## src/rtl/uio_port_arbiter_if.sv

```systemverilog
// rtl/uio_port_arbiter_if.sv - requester and pad bundle shared by uio_port_arbiter and its users
interface uio_port_arbiter_if #(
  parameter int NREQ = 4,
  parameter int DW   = 8
);
  logic [NREQ-1:0]    req;
  logic [NREQ-1:0]    dir;
  logic [NREQ-1:0]    last;
  logic [NREQ*DW-1:0] wdata;
  logic [DW-1:0]      uio_in;
  logic [NREQ-1:0]    gnt;
  logic [DW-1:0]      uio_out;
  logic [DW-1:0]      uio_oe;
  logic [DW-1:0]      rdata;
  logic               rvalid;
  logic               busy;

  // requester side plus the pad input path
  modport master (
    output req, dir, last, wdata, uio_in,
    input  gnt, uio_out, uio_oe, rdata, rvalid, busy
  );

  // arbiter side, sole driver of the pad outputs
  modport slave (
    input  req, dir, last, wdata, uio_in,
    output gnt, uio_out, uio_oe, rdata, rvalid, busy
  );
endinterface

```

## src/rtl/uio_port_arbiter.sv

```systemverilog
// rtl/uio_port_arbiter.sv - round-robin burst sequencer owning the uio pad bank
module uio_port_arbiter #(
  parameter int NREQ      = 4,
  parameter int DW        = 8,
  parameter int MAX_BURST = 8
) (
  input logic               clk,
  input logic               reset,
  uio_port_arbiter_if.slave bus
);
  localparam int IW = (NREQ > 1) ? $clog2(NREQ) : 1;

  typedef enum logic [1:0] {
    IDLE  = 2'd0,
    GRANT = 2'd1,
    TURN  = 2'd2
  } state_t;

  state_t        state;
  logic [IW-1:0] ptr;
  logic [IW-1:0] owner;
  logic [IW-1:0] owner_inc;
  logic [IW-1:0] win;
  logic          found;
  logic [7:0]    cnt;
  logic [7:0]    cnt_inc;
  logic          wr;
  logic          burst_end;
  logic [DW-1:0] owner_wdata;

  // rotating-priority search: first asserted req at or after ptr wins
  always_comb begin
    found = 1'b0;
    win   = ptr;
    for (int k = 0; k < NREQ; k++) begin
      if (!found && bus.req[IW'((int'(ptr) + k) % NREQ)]) begin
        found = 1'b1;
        win   = IW'((int'(ptr) + k) % NREQ);
      end
    end
  end

  // owner-relative helpers: next pointer, beat count, end-of-burst, write data
  always_comb begin
    owner_inc   = (int'(owner) == NREQ - 1) ? '0 : owner + IW'(1);
    cnt_inc     = cnt + 8'd1;
    burst_end   = !bus.req[owner] || bus.last[owner] || (cnt_inc == 8'(MAX_BURST));
    owner_wdata = bus.wdata[int'(owner)*DW +: DW];
  end

  // sequencer: pads default to idle each cycle, so only a beat in the previous cycle drives them
  always_ff @(posedge clk or posedge reset) begin
    if (reset) begin
      state       <= IDLE;
      ptr         <= '0;
      owner       <= '0;
      cnt         <= '0;
      wr          <= 1'b0;
      bus.gnt     <= '0;
      bus.uio_out <= '0;
      bus.uio_oe  <= '0;
      bus.rdata   <= '0;
      bus.rvalid  <= 1'b0;
      bus.busy    <= 1'b0;
    end else begin
      bus.uio_out <= '0;
      bus.uio_oe  <= '0;
      bus.rvalid  <= 1'b0;
      case (state)
        GRANT: begin
          if (bus.req[owner]) begin
            cnt <= cnt_inc;
            if (wr) begin
              bus.uio_out <= owner_wdata;
              bus.uio_oe  <= '1;
            end else begin
              bus.rdata  <= bus.uio_in;
              bus.rvalid <= 1'b1;
            end
          end
          if (burst_end) begin
            state   <= TURN;
            bus.gnt <= '0;
            ptr     <= owner_inc;
          end
          bus.busy <= 1'b1;
        end
        default: begin
          if (found) begin
            state    <= GRANT;
            owner    <= win;
            wr       <= bus.dir[win];
            cnt      <= '0;
            bus.gnt  <= NREQ'(1) << win;
            bus.busy <= 1'b1;
          end else begin
            state    <= IDLE;
            bus.gnt  <= '0;
            bus.busy <= 1'b0;
          end
        end
      endcase
    end
  end
endmodule
```

## src/flat_wrapper.sv

```systemverilog
// flat-port wrapper written by rule: the top's interface ports become plain ports
module uio_port_arbiter_flat 
#(
  parameter int NREQ      = 4,
  parameter int DW        = 8,
  parameter int MAX_BURST = 8
)
  (clk, reset, bus_req, bus_dir, bus_last, bus_wdata, bus_uio_in, bus_gnt, bus_uio_out, bus_uio_oe, bus_rdata, bus_rvalid, bus_busy);
  uio_port_arbiter_if #(.NREQ(NREQ), .DW(DW)) bus_i ();
  input logic clk;
  input logic reset;
  input wire logic [$bits(bus_i.req)-1:0] bus_req;
  input wire logic [$bits(bus_i.dir)-1:0] bus_dir;
  input wire logic [$bits(bus_i.last)-1:0] bus_last;
  input wire logic [$bits(bus_i.wdata)-1:0] bus_wdata;
  input wire logic [$bits(bus_i.uio_in)-1:0] bus_uio_in;
  output wire logic [$bits(bus_i.gnt)-1:0] bus_gnt;
  output wire logic [$bits(bus_i.uio_out)-1:0] bus_uio_out;
  output wire logic [$bits(bus_i.uio_oe)-1:0] bus_uio_oe;
  output wire logic [$bits(bus_i.rdata)-1:0] bus_rdata;
  output wire logic [$bits(bus_i.rvalid)-1:0] bus_rvalid;
  output wire logic [$bits(bus_i.busy)-1:0] bus_busy;
  assign bus_i.req = bus_req;
  assign bus_i.dir = bus_dir;
  assign bus_i.last = bus_last;
  assign bus_i.wdata = bus_wdata;
  assign bus_i.uio_in = bus_uio_in;
  assign bus_gnt = bus_i.gnt;
  assign bus_uio_out = bus_i.uio_out;
  assign bus_uio_oe = bus_i.uio_oe;
  assign bus_rdata = bus_i.rdata;
  assign bus_rvalid = bus_i.rvalid;
  assign bus_busy = bus_i.busy;
  uio_port_arbiter #(.NREQ(NREQ), .DW(DW), .MAX_BURST(MAX_BURST)) u_core (.clk(clk), .reset(reset), .bus(bus_i));
endmodule
```

## config.mk

```make
export PLATFORM = sky130hd
export DESIGN_NAME = uio_port_arbiter_flat
export DESIGN_NICKNAME = d
export VERILOG_FILES = /design/src/rtl/uio_port_arbiter_if.sv /design/src/rtl/uio_port_arbiter.sv /design/src/flat_wrapper.sv
export SDC_FILE = /design/constraint.sdc
export NUM_CORES = 1
export LEC_CHECK = 0
export BUFFER_PORTS_ARGS = -buffer_cell sky130_fd_sc_hd__buf_4
export CORE_MARGIN = 10
export CORE_UTILIZATION = 47
export CTS_CLUSTER_DIAMETER = 60
export CTS_CLUSTER_SIZE = 30
export DETAILED_ROUTE_END_ITERATION = 6
export MAX_ROUTING_LAYER = met4
export PLACE_DENSITY = 0.79
export SYNTH_ARGS = -nofsm -noshare
export SYNTH_HDL_FRONTEND = slang
export SYNTH_SLANG_ARGS = --single-unit
```

## constraint.sdc

```tcl
create_clock -name clk -period 2.6 [get_ports clk]
set_input_delay 0.39 -clock clk [delete_from_list [all_inputs] [get_ports clk]]
set_output_delay 0.39 -clock clk [all_outputs]
set_load 0.01 [all_outputs]
```

==> reports/metrics.yaml <==
status:
  status: "completed"
worst_setup_path:
  cp_max_fo: 6
  cp.arrival_ns: 2.14
  reg2reg_depth: 6
  crit_path_end_kind: "flip-flop"
  critPathKind: "reg2reg"
  required_ns: 2.78
  cp-start-kind: "flip-flop"
global_route:
  grt_antenna_before_repair: 0
  gr-max-usage-layer: "met2"
  met1_usage_pct: 17.12
  grt_usage_pct: 15.12
  grt_pass1_vias: 1742
  met3_usage_pct: 5.163
  grt_pass1_wl_um: 8631
  grt-ovfl-total: 0
  grt_max_degree: 39
  met2_usage_pct: 25.19
floorplan:
  die_y_um: 84.86
  die_w_um: 84.86
  rows: 23
  start_util_pct: 49.07
  core-area_um2: 4029
  die_area_um2: 7200
  io_pins: 84
yosys:
  synth_top_area_share_pct: 48.10
  syn_area_um2: 1977
  yosysTopAreaCell: "dfrtp_1"
  ys_ff_latch: 38
  synth_cell_types: 42
  yosysWarnings: 0
  synth.avg_cell_area_um2: 11.63
  synthTopCellsByArea: "dfrtp_1, mux4_2, mux2_2, o21ai_0, nand2_1"
  syn-num-nets: 227
  synth-seq-area-share_pct: 48.10
  synth_cells: 170
final_layout:
  multiInputGateArea_um2: 919.6
  seqCellArea_um2: 950.9
  fin_nets: 307
  final_common_cell: "buf_4"
  final_cell_mix: "buf_4, dfrtp_1, nand2_1"
  filler_cell_count: 310
  area_growth_pct: 38.61
  drive_gt1_share_pct: 49.80
  antenna_cells: 0
route:
  num_vias: 1662
  drt_iter0_markers: 140
  route.detailed.drc: 0
  routedWlPerCell_um: 17.57
  viasPerCell: 5.522
  first_pass_iters: 4
  finalWirelength_um: 5288
  ant_nets: 0
sta:
  drv_slew: 0
  rsz0062_at_grt: "no"
  fin_skew_ns: 0.004954
  tightest_slew_ns: 0.5942
  slew_headroom_pct: 60.12
  final_hold_viol_count: 0
  fmaxAchievable_ghz: 0.5087
  fin_crit_sh_pct: 75.61
  setup_viol: 0
  fin_setup_tns_ns: 0
  period_needed_ns: 1.966
place:
  gp_congestion: 0.8679
  place_hpwl_um: 4202
  port-buffer-count: 83
power:
  p_comb_share_pct: 45.3
  power_mw: 2.859
  p_sw_mw: 0.9900
  power.density_nw_per_um2: 1043
  pwr-share-clk_pct: 21.7
  seqPwrFrac_pct: 33.0
  peakVddDrop_uv: 556.5
  p_leak_nw: 1.366
  internal_power_mw: 1.869
  swShare_pct: 34.63
clock_network:
  numClockSinks: 38
  worstSkewPairLatency_ns: 0.29
  cts_buffers: 5
  cts-root-buf: "clkbuf_8"
  cts_setup_buffers: 0
  clk_pin_slew_worst_paths_ns: 0.08
  cts.repair.resized: 0
  postCtsHoldBufs: 0
  htree_levels: 2
  cts_buffer_depth: 2
  cts_tree: "built"
worst_hold_path:
  hp-class: "in2async"
run:
  drv_cap: 0
[cells by family after synthesis]
logic type | synth area share, %
AOI/OAI and AO/OA | 10.00
adders and majority gates | 1.899
DFF | 48.10
buffers and inverters | 5.380
and+or+nand+nor | 16.52
muxes | 18.10
[cell usage after synthesis]
cell	n
dfrtp_1	38
nand2_1	17
o21ai_0	13
and3_1	10
mux2_2	10
mux4_2	10
nor2_1	10
buf_4	8
inv_1	5
clkbuf_1	3
ha_1	3
nand3_1	3
a31oi_1	2
a32o_1	2
mux2i_1	2
nor2_4	2
nor2b_1	2
nor4b_1	2
o21ai_1	2
o221ai_1	2
o2bb2ai_1	2
or2_2	2
a21o_1	1
a21oi_1	1
a22o_1	1
a2bb2oi_1	1
and2_2	1
and2_4	1
and2b_2	1
and3_4	1
buf_2	1
buf_6	1
nand2_2	1
nand2b_1	1
nand4_1	1
nor3b_1	1
nor4_1	1
o21ai_2	1
o31ai_1	1
o41ai_1	1
or2_1	1
or3_2	1
[routing by layer]
| layer | routed length, um | vias to the layer above | share of wire [%] |
|---|---|---|---|
| met3 | 353 | 8 | 6.7 |
| met2 | 2675 | 73 | 51 |
| met5 | 0 | - | 0 |
| met1 | 2205 | 807 | 42 |
| met4 | 53 | 0 | 1.0 |
| li1 | - | 774 | - |
[worst paths after layout]
kind / startpoint / end / slack [ns]
max: u_core.cnt[0]$_DFFE_PP0P_ / u_core.ptr[1]$_DFFE_PP0P_ / 0.63
min: reset / u_core.bus.uio_out[6]$_DFF_PP0_ / 0.21
max reg2reg: u_core.cnt[0]$_DFFE_PP0P_ / u_core.ptr[1]$_DFFE_PP0P_ / 0.63
min reg2reg: u_core.bus.gnt[1]$_DFFE_PP0P_ / u_core.bus.gnt[1]$_DFFE_PP0P_ / 0.50
max in group asynchronous: reset / u_core.bus.busy$_DFF_PP0_ / 2.05
min in group clk: bus_uio_in[5] / u_core.bus.rdata[5]$_DFFE_PP0P_ / 0.33
[power groups by stage]
stage               registers, mW  logic (mW)  clock network [mW]
floorplan                   0.969       0.835                   0
global placement            0.940        1.28                   0
detailed placement          0.950        1.31                   0
CTS                         0.940        1.31               0.626
global route                0.972        1.42               0.657
finish                      0.943        1.29               0.621
[state kept, by name (all words and copies together) (netlist names)]
register and count:
u_core.owner 2, u_core.ptr 2, u_core.bus.busy 1, u_core.bus.gnt 4
u_core.bus.uio_out 8, u_core.state 2, u_core.wr 1, u_core.bus.rdata 8
u_core.bus.uio_oe 1, u_core.bus.rvalid 1, u_core.cnt 8
[stage by stage]
stage          instances  setup WS [ns]  utilization (%)  hold slack [ns]  area, um2
6_report             301         0.6341            68.01           0.2113       2740
5_1_grt              301         0.4932            68.01           0.2635       2740
4_1_cts              301         0.6418            68.01           0.2241       2740
3_5_place_dp         293         0.6556            64.47           0.4819       2597
3_3_place_gp         293         0.7311            64.47           0.4830       2597
2_1_floorplan        170         0.8074                -           0.4515       1977
[final cells by class]
class                           instances  area share (%)
Clock buffer                            6           3.014
Clock inverter                          2           2.192
Inverter                                5          0.6849
Multi-Input combinational cell        114           33.56
Sequential cell                        38           34.70
Tap cell                               50           2.283
Timing Repair Buffer                   86           23.56
[critical path, stage by stage (launching register included)]
cell and delay (ns):
dfrtp_1 0.43, ha_1 0.25, and3_1 0.24, a32o_1 0.20
o21ai_2 0.06, a31oi_1 0.29, mux2_2 0.38
No activity file was read; power rests on OpenSTA's default activity.
